**src/rtl/operand_fwd_stage.sv**
```systemverilog
// ID/EX operand stage: registers decoded operands, resolves forwarding selects and load-use stalls.
// Optional OPFWD_STATS_EN adds saturating stall/forward event counters.
module operand_fwd_stage #(
    parameter int unsigned DATA_W   = 64,
    parameter int unsigned REG_W    = 5,
    parameter int unsigned ZERO_REG = 31
) (
    input  logic              clk,
    input  logic              reset_n,
    input  logic              id_valid,
    output logic              id_ready,
    input  logic [REG_W-1:0]  id_rn,
    input  logic [REG_W-1:0]  id_rm,
    input  logic [REG_W-1:0]  id_rd,
    input  logic [DATA_W-1:0] id_rn_data,
    input  logic [DATA_W-1:0] id_rm_data,
    input  logic [DATA_W-1:0] id_imm,
    input  logic              id_alusrc,
    input  logic              id_regwrite,
    input  logic              id_memread,
    input  logic              freeze,
    input  logic              flush,
    output logic              ex_valid,
    output logic [DATA_W-1:0] ex_rn_data,
    output logic [DATA_W-1:0] ex_rm_data,
    output logic [DATA_W-1:0] ex_imm,
    output logic [REG_W-1:0]  ex_rd,
    output logic              ex_regwrite,
    output logic              ex_memread,
`ifdef OPFWD_STATS_EN
    output logic [31:0]       stall_cnt,
    output logic [31:0]       fwd_cnt,
`endif
    output logic [1:0]        sel_a,
    output logic [1:0]        sel_b
);

    localparam logic [REG_W-1:0] ZeroIdx = REG_W'(ZERO_REG);

    typedef enum logic [1:0] {
        SelRegfile = 2'b00,
        SelExMem   = 2'b01,
        SelMemWb   = 2'b10,
        SelImm     = 2'b11
    } sel_e;

    // ID/EX pipeline register
    logic              ex_valid_q, ex_valid_d;
    logic [REG_W-1:0]  ex_rd_q, ex_rd_d;
    logic              ex_regwrite_q, ex_regwrite_d;
    logic              ex_memread_q, ex_memread_d;
    logic [DATA_W-1:0] ex_rn_data_q, ex_rn_data_d;
    logic [DATA_W-1:0] ex_rm_data_q, ex_rm_data_d;
    logic [DATA_W-1:0] ex_imm_q, ex_imm_d;
    sel_e              sel_a_q, sel_a_d;
    sel_e              sel_b_q, sel_b_d;

    // Shadow of the instruction now in EX/MEM
    logic              sh_valid_q, sh_valid_d;
    logic [REG_W-1:0]  sh_rd_q, sh_rd_d;
    logic              sh_regwrite_q, sh_regwrite_d;

    logic advance;
    logic hazard;
    logic bubble;
    sel_e sel_a_raw;
    sel_e sel_b_raw;

    function automatic sel_e fwd_sel(
        input logic [REG_W-1:0] src,
        input logic             exm_valid,
        input logic             exm_regwrite,
        input logic [REG_W-1:0] exm_rd,
        input logic             mwb_valid,
        input logic             mwb_regwrite,
        input logic [REG_W-1:0] mwb_rd
    );
        sel_e sel;
        sel = SelRegfile;
        if (src != ZeroIdx) begin
            if (exm_valid && exm_regwrite && (exm_rd == src)) begin
                sel = SelExMem;
            end else if (mwb_valid && mwb_regwrite && (mwb_rd == src)) begin
                sel = SelMemWb;
            end
        end
        return sel;
    endfunction

    always_comb begin
        hazard = ex_valid_q && ex_memread_q && ex_regwrite_q && (ex_rd_q != ZeroIdx) &&
                 id_valid &&
                 ((ex_rd_q == id_rn) || ((ex_rd_q == id_rm) && !id_alusrc));
        advance  = !freeze;
        // Flush and hazard both squash the ID instruction on its way into EX.
        bubble   = flush || hazard;
        id_ready = reset_n && !freeze && !hazard;
    end

    always_comb begin
        sel_a_raw = fwd_sel(id_rn, ex_valid_q, ex_regwrite_q, ex_rd_q,
                            sh_valid_q, sh_regwrite_q, sh_rd_q);
        if (id_alusrc) begin
            sel_b_raw = SelImm;
        end else begin
            sel_b_raw = fwd_sel(id_rm, ex_valid_q, ex_regwrite_q, ex_rd_q,
                                sh_valid_q, sh_regwrite_q, sh_rd_q);
        end
    end

    always_comb begin
        ex_valid_d    = ex_valid_q;
        ex_rd_d       = ex_rd_q;
        ex_regwrite_d = ex_regwrite_q;
        ex_memread_d  = ex_memread_q;
        ex_rn_data_d  = ex_rn_data_q;
        ex_rm_data_d  = ex_rm_data_q;
        ex_imm_d      = ex_imm_q;
        sel_a_d       = sel_a_q;
        sel_b_d       = sel_b_q;
        sh_valid_d    = sh_valid_q;
        sh_rd_d       = sh_rd_q;
        sh_regwrite_d = sh_regwrite_q;
        if (advance) begin
            sh_valid_d    = ex_valid_q;
            sh_rd_d       = ex_rd_q;
            sh_regwrite_d = ex_regwrite_q;
            ex_rd_d       = id_rd;
            ex_rn_data_d  = id_rn_data;
            ex_rm_data_d  = id_rm_data;
            ex_imm_d      = id_imm;
            if (bubble) begin
                ex_valid_d    = 1'b0;
                ex_regwrite_d = 1'b0;
                ex_memread_d  = 1'b0;
                sel_a_d       = SelRegfile;
                sel_b_d       = SelRegfile;
            end else begin
                ex_valid_d    = id_valid;
                ex_regwrite_d = id_regwrite;
                ex_memread_d  = id_memread;
                sel_a_d       = sel_a_raw;
                sel_b_d       = sel_b_raw;
            end
        end
    end

    always_ff @(posedge clk or negedge reset_n) begin
        if (!reset_n) begin
            ex_valid_q    <= 1'b0;
            ex_rd_q       <= '0;
            ex_regwrite_q <= 1'b0;
            ex_memread_q  <= 1'b0;
            ex_rn_data_q  <= '0;
            ex_rm_data_q  <= '0;
            ex_imm_q      <= '0;
            sel_a_q       <= SelRegfile;
            sel_b_q       <= SelRegfile;
            sh_valid_q    <= 1'b0;
            sh_rd_q       <= '0;
            sh_regwrite_q <= 1'b0;
        end else begin
            ex_valid_q    <= ex_valid_d;
            ex_rd_q       <= ex_rd_d;
            ex_regwrite_q <= ex_regwrite_d;
            ex_memread_q  <= ex_memread_d;
            ex_rn_data_q  <= ex_rn_data_d;
            ex_rm_data_q  <= ex_rm_data_d;
            ex_imm_q      <= ex_imm_d;
            sel_a_q       <= sel_a_d;
            sel_b_q       <= sel_b_d;
            sh_valid_q    <= sh_valid_d;
            sh_rd_q       <= sh_rd_d;
            sh_regwrite_q <= sh_regwrite_d;
        end
    end

    assign ex_valid    = ex_valid_q;
    assign ex_rd       = ex_rd_q;
    assign ex_regwrite = ex_regwrite_q;
    assign ex_memread  = ex_memread_q;
    assign ex_rn_data  = ex_rn_data_q;
    assign ex_rm_data  = ex_rm_data_q;
    assign ex_imm      = ex_imm_q;
    assign sel_a       = sel_a_q;
    assign sel_b       = sel_b_q;

`ifdef OPFWD_STATS_EN
    logic [31:0] stall_cnt_q, stall_cnt_d;
    logic [31:0] fwd_cnt_q, fwd_cnt_d;
    logic        stall_inc;
    logic        fwd_inc;

    always_comb begin
        // A flushed cycle is charged to the branch, not to the load-use stall.
        stall_inc = advance && hazard && !flush;
        fwd_inc   = advance && !bubble && id_valid &&
                    ((sel_a_raw == SelExMem) || (sel_a_raw == SelMemWb) ||
                     (sel_b_raw == SelExMem) || (sel_b_raw == SelMemWb));
        stall_cnt_d = stall_cnt_q;
        fwd_cnt_d   = fwd_cnt_q;
        if (stall_inc && (stall_cnt_q != 32'hFFFF_FFFF)) begin
            stall_cnt_d = stall_cnt_q + 32'd1;
        end
        if (fwd_inc && (fwd_cnt_q != 32'hFFFF_FFFF)) begin
            fwd_cnt_d = fwd_cnt_q + 32'd1;
        end
    end

    always_ff @(posedge clk or negedge reset_n) begin
        if (!reset_n) begin
            stall_cnt_q <= '0;
            fwd_cnt_q   <= '0;
        end else begin
            stall_cnt_q <= stall_cnt_d;
            fwd_cnt_q   <= fwd_cnt_d;
        end
    end

    assign stall_cnt = stall_cnt_q;
    assign fwd_cnt   = fwd_cnt_q;
`endif

endmodule
```
**config.mk**
```make
export PLATFORM = sky130hd
export DESIGN_NAME = operand_fwd_stage
export DESIGN_NICKNAME = d
export VERILOG_FILES = /design/src/rtl/operand_fwd_stage.sv
export SDC_FILE = /design/constraint.sdc
export NUM_CORES = 1
export LEC_CHECK = 0
export ABC_AREA = 1
export CORE_AREA = 2 2 165 167
export CTS_BUF_LIST = sky130_fd_sc_hd__clkbuf_16
export DETAILED_ROUTE_END_ITERATION = 12
export DIE_AREA = 0 0 167 169
export GPL_TIMING_DRIVEN = 0
export MAX_ROUTING_LAYER = met4
export PLACE_DENSITY = 0.68
export SKIP_LAST_GASP = 1
export SYNTH_ARGS = -nofsm -noshare
export SYNTH_HDL_FRONTEND = slang
export SYNTH_SLANG_ARGS = --single-unit
export TNS_END_PERCENT = 20
```
**constraint.sdc**
```tcl
create_clock -name clk -period 1.1 [get_ports clk]
set_input_delay 0.165 -clock clk [delete_from_list [all_inputs] [get_ports clk]]
set_output_delay 0.165 -clock clk [all_outputs]
set_load 0.005 [all_outputs]
```
==> results of run 1 <==
## routing by layer
layer | part of all wire | wire length [µm] | vias up
met5 | 0 | 0 | -
met1 | 0.41 | 12400 | 3852
met3 | 0.072 | 2160 | 68
met2 | 0.48 | 14300 | 325
met4 | 0.036 | 1090 | 0
li1 | - | - | 3987
## flip-flops by register name, summed over array words and instances (netlist names)
| signal | cells |
|---|---|
| ex_regwrite | 1 |
| sh_valid_q | 1 |
| ex_imm | 64 |
| sel_a | 2 |
| sh_regwrite_q | 1 |
| ex_memread | 1 |
| ex_valid | 1 |
| ex_rm_data | 64 |
| sel_b | 2 |
| ex_rn_data | 64 |
| sh_rd_q | 5 |
| ex_rd | 5 |
## synthesized netlist by cell type
master,instances
sky130_fd_sc_hd__buf_4,2
sky130_fd_sc_hd__nand3_1,4
sky130_fd_sc_hd__a31oi_1,1
sky130_fd_sc_hd__xor2_1,4
sky130_fd_sc_hd__inv_2,6
sky130_fd_sc_hd__nor2_1,18
sky130_fd_sc_hd__or2_2,1
sky130_fd_sc_hd__o21ai_2,4
sky130_fd_sc_hd__nor2_4,1
sky130_fd_sc_hd__a21oi_2,1
sky130_fd_sc_hd__nand3_2,1
sky130_fd_sc_hd__nand2_2,4
sky130_fd_sc_hd__nor3_1,3
sky130_fd_sc_hd__nand4_1,2
sky130_fd_sc_hd__buf_2,26
sky130_fd_sc_hd__nor2_2,1
sky130_fd_sc_hd__a21oi_1,4
sky130_fd_sc_hd__clkinv_1,1
sky130_fd_sc_hd__nand2_4,1
sky130_fd_sc_hd__o21ai_0,13
sky130_fd_sc_hd__o221ai_1,1
sky130_fd_sc_hd__nand2_1,640
sky130_fd_sc_hd__inv_1,16
sky130_fd_sc_hd__clkbuf_1,18
sky130_fd_sc_hd__o2111ai_1,1
sky130_fd_sc_hd__dfrtp_1,211
sky130_fd_sc_hd__xnor2_1,1
sky130_fd_sc_hd__nand4_2,1
## how the worst max path moves through the flow
stage               slack [ps]         end     start
floorplan                 -140    id_ready  ex_rd[1]
CTS                       -870    id_ready  ex_rd[4]
detailed placement       -1180    id_ready   reset_n
global route              -950    id_ready  ex_rd[0]
global placement         -9430  ex_imm[31]   reset_n
finish                    -850    id_ready  ex_rd[4]
## power by group through the flow
stage / logic, mW / clock network [mW] / registers [mW]
finish: 3.79 / 8.92 / 8.87
global route: 4.17 / 9.53 / 8.95
CTS: 3.86 / 9.17 / 8.86
detailed placement: 3.73 / 0 / 8.99
global placement: 3.69 / 0 / 8.98
floorplan: 0.965 / 0 / 9.01
## what timing repair did
| item | 4_1_cts | 5_1_grt |
|---|---|---|
| gates resized for setup | 190 | 86 |
| setup buffers | 36 | 27 |
| pin swaps | 5 | 6 |
| endpoints found under the hold margin | 99 | 99 |
| endpoints found under the setup margin | 212 | 214 |
| cloned | 0 | 0 |
## area by class of cell
type	count	area share
Inverter	23	0.00613
Clock inverter	20	0.0186
Clock buffer	25	0.0444
Multi-Input combinational cell	707	0.203
Sequential cell	211	0.375
Buffer	46	0.0151
Antenna cell	2	0.000355
Tap cell	341	0.0303
Timing Repair Buffer	475	0.307
## critical path: cells and delay by family (launching register included)
| kind | cells | cell delay [ps] |
|---|---|---|
| DFF | 1 | 420 |
| and+or+nand+nor | 7 | 620 |
| buffers and inverters | 2 | 240 |
## kinds of logic after synthesis
| kind of cell | Yosys count | synth area share |
|---|---|---|
| simple gates | 677 | 0.310 |
| xor+xnor | 5 | 0.00523 |
| flops | 211 | 0.630 |
| compound gates | 25 | 0.0182 |
| buf+inv | 69 | 0.0357 |
==> key figures, run 1 <==
Worst setup path
  • Worst-case reg-to-reg path depth: 10
  • Arrival time worst endpoint: 1780 ps
  • Worst-path cell chain: inv_2 > nor2_1 > nor2_1 > nand4_2 > nand2_2 > nand2_4 > nand2_2 > nor2_2 > buf_2
  • Class of the most critical setup path: flop to output port
  • Type of element launching the critical path: flop
  • Critical-path maximum fanout: 4
  • Delay of the slowest cell on the worst path: 420 ps
  • Worst r2r src: ex_rd[4]
  • Critical path required time: 940 ps
  • Capturing element type of the critical path: output port
  • Capture instance of the worst register-to-register path: ex_valid
  • Standard cell with the maximum stage delay on the critical path: sky130_fd_sc_hd__dfrtp_1
  • Reg-to-reg slack, setup: -480 ps

Timing
  • Setup Total Neg Slack: -66,620 ps
  • Final-report setup violation count: 212
  • Slew @ Worst Pin: 789 ps
  • Least setup slack across all paths after layout: -850 ps
  • Final Hold Viols: 99
  • FMAX: 0.513 GHz
  • Min Clock Period, post-route: 1950 ps
  • Unrepaired setup endpoints after global routing: true
  • Tightest slew margin relative to the limit: 0.474
  • Final clock period utilization by the worst path: 1.77
  • Clock tree skew after final layout: 8.63 ps
  • Final Hold Slack: -326 ps
  • Final Slew Violations: 0

Logic synthesis
  • Number of storage elements in the synthesis netlist: 211
  • Synthesis warning total: 0
  • Sequential cell area fraction in the yosys report: 0.630
  • Mean instance size in the synthesized netlist: 8.49 µm²
  • Post-synth top area share: 0.630
  • Mapped Nets: 1,202
  • Synth area leaders: sky130_fd_sc_hd__dfrtp_1 (63%), sky130_fd_sc_hd__nand2_1 (29%), sky130_fd_sc_hd__buf_2 (1.6%), sky130_fd_sc_hd__clkbuf_1 (0.81%), sky130_fd_sc_hd__nor2_1 (0.81%)
  • Unique masters post-synth: 28
  • Post-Synthesis Cell Area: 8380 µm²
  • Count of mapped cells out of synthesis: 987
  • Post-synthesis cell type with the largest combined area: sky130_fd_sc_hd__dfrtp_1

Cells and area
  • Final Cell Area: 14,100 µm²
  • Combined flip-flop and latch cell area: 5290 µm²
  • Filler cell count in the final layout: 2,500
  • Layout Nets: 1,704
  • Layout cell share with drive strength beyond 1: 0.161
  • P&R area growth vs syn: 68.1%
  • Commonest cells after routing, fill and taps aside: sky130_fd_sc_hd__nand2_1 (636), sky130_fd_sc_hd__clkdlybuf4s50_1 (337), sky130_fd_sc_hd__dfrtp_1 (207)
  • Non-Filler Instances: 1,850
  • Most common cell after layout, fill and taps aside: sky130_fd_sc_hd__nand2_1
  • Footprint of the multi-input gates: 2860 µm²
  • Post-Route Utilization: 0.531

Floorplanning
  • I/O pin cnt: 420
  • Core area: 26,500 µm²
  • Initial core utilization: 0.316
  • Width of the die: 167 µm
  • Die Y: 169 µm
  • Total die area: 28,200 µm²
  • Total number of placement rows: 60

GRT
  • Global routing met2 resource utilization: 0.347
  • Largest net degree at the start of global routing: 114
  • Via count of the first global-routing pass: 8,492
  • Global-route wire length before repair: 46,600 µm
  • Global-route congestion overflow total: 0
  • Overall routing resource usage: 0.215
  • Number of antenna violations at the first check in global routing: 2
  • Most used routing layer in global routing: met2
  • Global-route met1 utilization: 0.267
  • Global Route met3 Usage: 0.0470

Power and ir drop
  • Pwr Total: 21.6 mW
  • Cell Int Power: 16.2 mW
  • Leak pwr: 7.20 nW
  • Switching Share: 0.250
  • Net switching component of the power: 5.39 mW
  • Power share of the clock group: 0.414
  • Power share of the combinational group: 0.176
  • Sequential power share: 0.411
  • Max IR drop VDD: 1.17 mV
  • Ratio of total power to cell area: 1530 nW/µm²

Placed design
  • Post-placement worst setup slack: -1180 ps
  • Cell total after placement: 1,747
  • Placed Area: 13,000 µm²
  • Number of input and output port buffers inserted: 418
  • Detail Placement HPWL: 21,800 µm
  • Final weighted congestion in routability-driven placement: 0.910

Clock network
  • Clock root cell: sky130_fd_sc_hd__clkbuf_16
  • CTS tree: built
  • Clock insertion delay at the later pin of the skew report: 510 ps
  • Maximum clock insertion buffer count: 3
  • Reg clk slew, reported paths: 60 ps
  • Inserted Clock Buffers: 25
  • Clock sinks: 211
  • H-Tree Level Count: 1

Run status
  • Run status: finished, violations left
  • Failing checks: negative hold slack, negative setup slack

Drt
  • Via count of the routed design: 8,232
  • Length of the first detailed-routing pass in iterations: 4
  • Wirelength, routed: 30,000 µm
  • Final routed wire length divided by cell count: 16.2 µm
  • # DRC: 0
  • Count of routing violations after the opening detailed-route iteration: 577
  • Routed vias/inst: 4.45
  • Number of routed nets with antenna violations: 0

Hold path
  • Path category of the worst min-delay check: primary input to async pin

Job
  • Max capacitance violation total: 0
No activity file was read; power rests on OpenSTA's default activity.
==> run 2, diff against run 1 <==
--- a/config.mk
+++ b/config.mk
@@ -11,6 +11,7 @@
 export DETAILED_ROUTE_END_ITERATION = 12
 export DIE_AREA = 0 0 167 169
 export GPL_TIMING_DRIVEN = 0
+export HOLD_SLACK_MARGIN = 0.06
 export MAX_ROUTING_LAYER = met4
 export PLACE_DENSITY = 0.68
 export SKIP_LAST_GASP = 1
==> results of run 2 <==
The final DEF is identical to that of run 1; final timing and power are the same.
